File: src/rtl/cdb_arbiter.sv
// cdb_arbiter: round-robin sharing of the common data bus between NUM_FU units,
// each unit owning a one-entry holding slot in front of the registered broadcast.
module cdb_arbiter #(
   parameter int NUM_FU = 4,
   parameter int ROB_TAG_LEN = 4,
   parameter int XLEN = 32,
   localparam int IDX_W = $clog2(NUM_FU),
   localparam int CDB_W = 1 + ROB_TAG_LEN + XLEN
) (
   input  logic                          clock,
   input  logic                          reset,
   input  logic [NUM_FU-1:0]             fu_valid,
   input  logic [NUM_FU*ROB_TAG_LEN-1:0] fu_rob_tag,
   input  logic [NUM_FU*XLEN-1:0]        fu_value,
   output logic [NUM_FU-1:0]             fu_ready,
   output logic [CDB_W-1:0]              cdb_data,
   output logic [IDX_W:0]                slots_busy
);
   logic [NUM_FU-1:0]      slot_valid;
   logic [ROB_TAG_LEN-1:0] slot_tag [NUM_FU];
   logic [XLEN-1:0]        slot_val [NUM_FU];
   logic [IDX_W-1:0]       rr_ptr;
   logic [NUM_FU-1:0]      grant;
   logic [IDX_W-1:0]       win;
   logic [IDX_W-1:0]       idx;
   logic                   found;
   logic [NUM_FU-1:0]      accept;
   logic [NUM_FU-1:0]      valid_nxt;
   logic [IDX_W:0]         busy_nxt;

   always_comb begin
      grant = '0;
      win = '0;
      idx = '0;
      found = 1'b0;
      for (int k = 0; k < NUM_FU; k++) begin
         idx = IDX_W'((32'(rr_ptr) + 32'(k)) % NUM_FU);
         if (!found && slot_valid[idx]) begin
            found = 1'b1;
            grant[idx] = 1'b1;
            win = idx;
         end
      end
   end

   // A granted slot drains this edge, so it can take a refill in the same cycle.
   assign fu_ready = reset ? '0 : (~slot_valid | grant);
   assign accept = fu_valid & fu_ready;
   assign valid_nxt = (slot_valid & ~grant) | accept;

   always_comb begin
      busy_nxt = '0;
      for (int i = 0; i < NUM_FU; i++) busy_nxt = busy_nxt + (IDX_W+1)'(valid_nxt[i]);
   end

   always_ff @(posedge clock) begin
      if (reset) begin
         slot_valid <= '0;
         rr_ptr <= '0;
         cdb_data <= '0;
         slots_busy <= '0;
      end else begin
         slot_valid <= valid_nxt;
         slots_busy <= busy_nxt;
         if (found) begin
            cdb_data <= {1'b1, slot_tag[win], slot_val[win]};
            rr_ptr <= (win == IDX_W'(NUM_FU-1)) ? '0 : win + 1'b1;
         end else begin
            cdb_data <= '0;
         end
      end
   end

   always_ff @(posedge clock) begin
      for (int i = 0; i < NUM_FU; i++) begin
         if (accept[i]) begin
            slot_tag[i] <= fu_rob_tag[i*ROB_TAG_LEN +: ROB_TAG_LEN];
            slot_val[i] <= fu_value[i*XLEN +: XLEN];
         end
      end
   end
endmodule
File: config.mk
export PLATFORM = sky130hd
export DESIGN_NAME = cdb_arbiter
export DESIGN_NICKNAME = d
export VERILOG_FILES = /design/src/rtl/cdb_arbiter.sv
export SDC_FILE = /design/constraint.sdc
export NUM_CORES = 1
export LEC_CHECK = 0
export ABC_CLOCK_PERIOD_IN_PS = 6000
export CAP_MARGIN = 20
export CORE_ASPECT_RATIO = 0.8
export CORE_MARGIN = 2
export CORE_UTILIZATION = 49
export DETAILED_ROUTE_END_ITERATION = 6
export HOLD_SLACK_MARGIN = 0.08
export PLACE_DENSITY_LB_ADDON = 0.08
export SYNTH_ARGS = -nofsm -noshare
export SYNTH_HDL_FRONTEND = slang
export SYNTH_SLANG_ARGS = --single-unit
File: constraint.sdc
create_clock -name clock -period 6 [get_ports clock]
set_clock_uncertainty 0.1 [all_clocks]
set_input_delay 1.2 -clock clock [delete_from_list [all_inputs] [get_ports clock]]
set_output_delay 1.2 -clock clock [all_outputs]
set_load 0.005 [all_outputs]
==> flow_summary.yaml <==
cells_and_area:
  drive_gt1_frac: 0.134
  multi_input_area_um2: 2230
  seq_area_um2: 5250
  fillCellCount: 1053
  finalCoreUtilization: 0.683
  area_growth_pct: 35.1
  diodes: 0
  layout.nets: 818
clock_tree:
  cts_buffer_depth: 2
  clock_latency_ns: 0.43
  cts_resized: 0
  ctsHoldBuffers: 0
  cts_buffers: 17
  cts.sinks: 190
  h-tree-depth: 4
  cts-root-buf: "clkbuf_16"
  post_cts_buffers: 0
  cts_tree: "built"
  path_clk_slew_ns: 0.07
die:
  fp.dieW_um: 144
  ioPinCount: 194
  die-area_um2: 16700
  die_h_um: 116
  coreArea_um2: 15200
  row_count: 40
  start_util: 0.506
grt:
  grt_max_degree: 51
  grt_pass1_vias: 4996
  grt_remaining_overflow: 0
  track_usage: 0.232
  grt_pass1_wl_um: 28100
  antenna_found_initial: 3
placed_design:
  dp_hpwl_um: 12200
  gp_congestion: 0.839
  post-place-ws_ns: 1.48
  port_buffers: 193
synthesis:
  yosysWarnings: 0
  synthArstFlopShare: 0
  yosysMostFrequentCell: "edfxtp_1"
  ys_types: 44
  ys_seq_elements: 190
  syn_area_um2: 7670
  synth_common_cells: "144 x edfxtp_1, 46 x dfxtp_1, 44 x mux2i_1, 38 x o22ai_1, 36 x a222oi_1"
  synth_top_cell_area_share: 0.564
  synth_flop_cell: "edfxtp_1"
  ys_top_cells_by_area: "edfxtp_1 56%, dfxtp_1 12%, mux2_4 5.9%, mux2i_1 5.7%, a222oi_1 4.7%"
  syn_nets: 631
  synth_seq_area_share: 0.684
  synth_cells: 472
  synth.avg_cell_area_um2: 16.2
  yosysTopAreaCell: "edfxtp_1"
  synth_edf_count: 144
worst_setup_path:
  cp.required_ns: 4.70
  rr_worst_depth: 9
  start_kind: "flip-flop"
  slowest_delay_ns: 0.64
  endpoint: "fu_ready[3]"
  startpoint: "rr_ptr[1]"
  end_kind: "output pin"
  worstPathMaxFanout: 8
  cpMaxStageDelayCell: "mux4_2"
  critPathTopFamily: "buffers and inverters"
  r2r-end: "cdb_data[3]"
  cp.arrival_ns: 3.70
  crit_buf_inv: 2
  crit_type: "flip-flop to output pin"
  cp.depth: 9
  rrSetupSlack_ns: 1.78
  crit_path_cell_trace: "inv_1, ha_1, mux4_2, nor2b_4, a22o_1, mux2i_1, and3_1, nor2_1, clkdlybuf4s50_1"
  regToRegStartpoint: "rr_ptr[1]"
route:
  viasPerCell: 5.66
  finalWirelength_um: 19000
  ant_nets: 0
  post_drt_wl_per_cell_um: 21.5
  drt-initial-drc-count: 393
  via_count: 4989
  dr.pass1.iters: 7
  drc_errors: 0
sta:
  slew-limit-headroom: 0.265
  tightestPinTransition_ns: 1.10
  finalSetupTns_ns: 0
  worst_slack_ns: 1.00
  rsz0062_at_grt: "no"
  layout_min_cycle_time_ns: 5.00
  max_freq_ghz: 0.200
  finalHoldViolations: 0
  post-route-period-util: 0.833
  slew_viol_final: 0
  setup_violations: 0
power:
  power_leakage_uw: 0.00368
  ir_worst_vdd_v: 0.000233
  power.density_nw_per_um2: 448
status:
  status: "complete, no violations"
flow_run:
  drv_cap: 0
worst_hold_path:
  hold_path_depth: 2
  hold_path.class: "flip-flop to flip-flop"
==> power breakdown <==
| part | switching (µW) | internal [µW] |
|---|---|---|
| clock | 502 | 596 |
| combinational | 878 | 923 |
| sequential | 91.9 | 1650 |
| total | 1470 | 3170 |
==> cells in the final DEF (no fill, tap or decap), types with 2 or more instances in the layout <==
master,instances
inv_8,3
clkbuf_16,17
clkinv_4,3
o21ai_0,2
dfxtp_1,45
inv_1,7
ha_1,8
inv_6,3
nor2_4,5
a222oi_1,36
a21oi_1,6
nand2b_1,4
mux2i_1,44
clkdlybuf4s50_1,193
or3_1,4
mux2_2,8
and3_1,3
buf_4,9
a22o_1,3
nor2_1,12
clkbuf_1,2
nand3_1,3
nor4_1,2
o22ai_1,37
mux4_2,2
edfxtp_1,144
mux2_4,30
nand3b_1,2
nor2b_1,3
nand2_1,9
==> metal layers <==
layer	GRT usage	part of all wire	vias up
li1	-	-	2281
met1	0.297	0.41	2456
met2	0.378	0.49	225
met3	0.0810	0.085	23
met4	0.0654	0.013	4
met5	0	0.0013	-
==> kinds of logic after synthesis <==
| group | share of synthesized area |
|---|---|
| and+or+nand+nor | 0.0364 |
| DFF | 0.684 |
| adders and majority gates | 0.0157 |
| AOI/OAI and AO/OA | 0.0949 |
| muxes | 0.134 |
| buffers and inverters | 0.0331 |
| xor gates and xnor gates | 0.00228 |
==> worst reg2reg max path, cell delays in order, from the launching register on <==
cell and delay (ns):
dfxtp_1 0.51, inv_1 0.20, ha_1 0.50, mux4_2 0.64, nor2b_4 0.28, or2_2 0.58, buf_4 0.48, mux2_4 0.36
a222oi_1 0.31, o22ai_1 0.11
==> layout make-up <==
cell class	count	area share
Clock inverter	12	0.0121
Tap cell	210	0.0254
Timing Repair Buffer	203	0.196
Clock buffer	20	0.0431
Inverter	7	0.00254
Sequential cell	190	0.506
Multi-Input combinational cell	240	0.215
==> state kept, by name, summed over array words and instances, names as in the netlist, named ones only <==
name        count
cdb_data       37
rr_ptr          1
slot_tag       16
slot_val      128
slot_valid      4
slots_busy      3
==> stage by stage <==
step / cell area, µm² / instances / hold slack (ns) / total power [µW]
finish: 10400 / 882 / 0.432 / 4640
global route: 10400 / 882 / 0.456 / 4870
CTS: 10300 / 881 / 0.434 / 4650
detailed placement: 9770 / 849 / 0.415 / 3550
global placement: 9770 / 849 / 0.406 / 3520
floorplan: 7670 / 472 / 0.397 / 2940
==> worst min-delay path by stage <==
stage	start	endpoint	slack, ns
after floorplan	slot_val[0][0]	cdb_data[0]	0.40
after global routing	slot_val[1][31]	cdb_data[31]	0.46
after CTS	slot_val[0][28]	cdb_data[28]	0.43
after global placement	slot_val[0][28]	cdb_data[28]	0.41
final	slot_val[0][31]	cdb_data[31]	0.43
after detailed placement	slot_val[0][30]	cdb_data[30]	0.41
(Power assumes the default switching activity.)
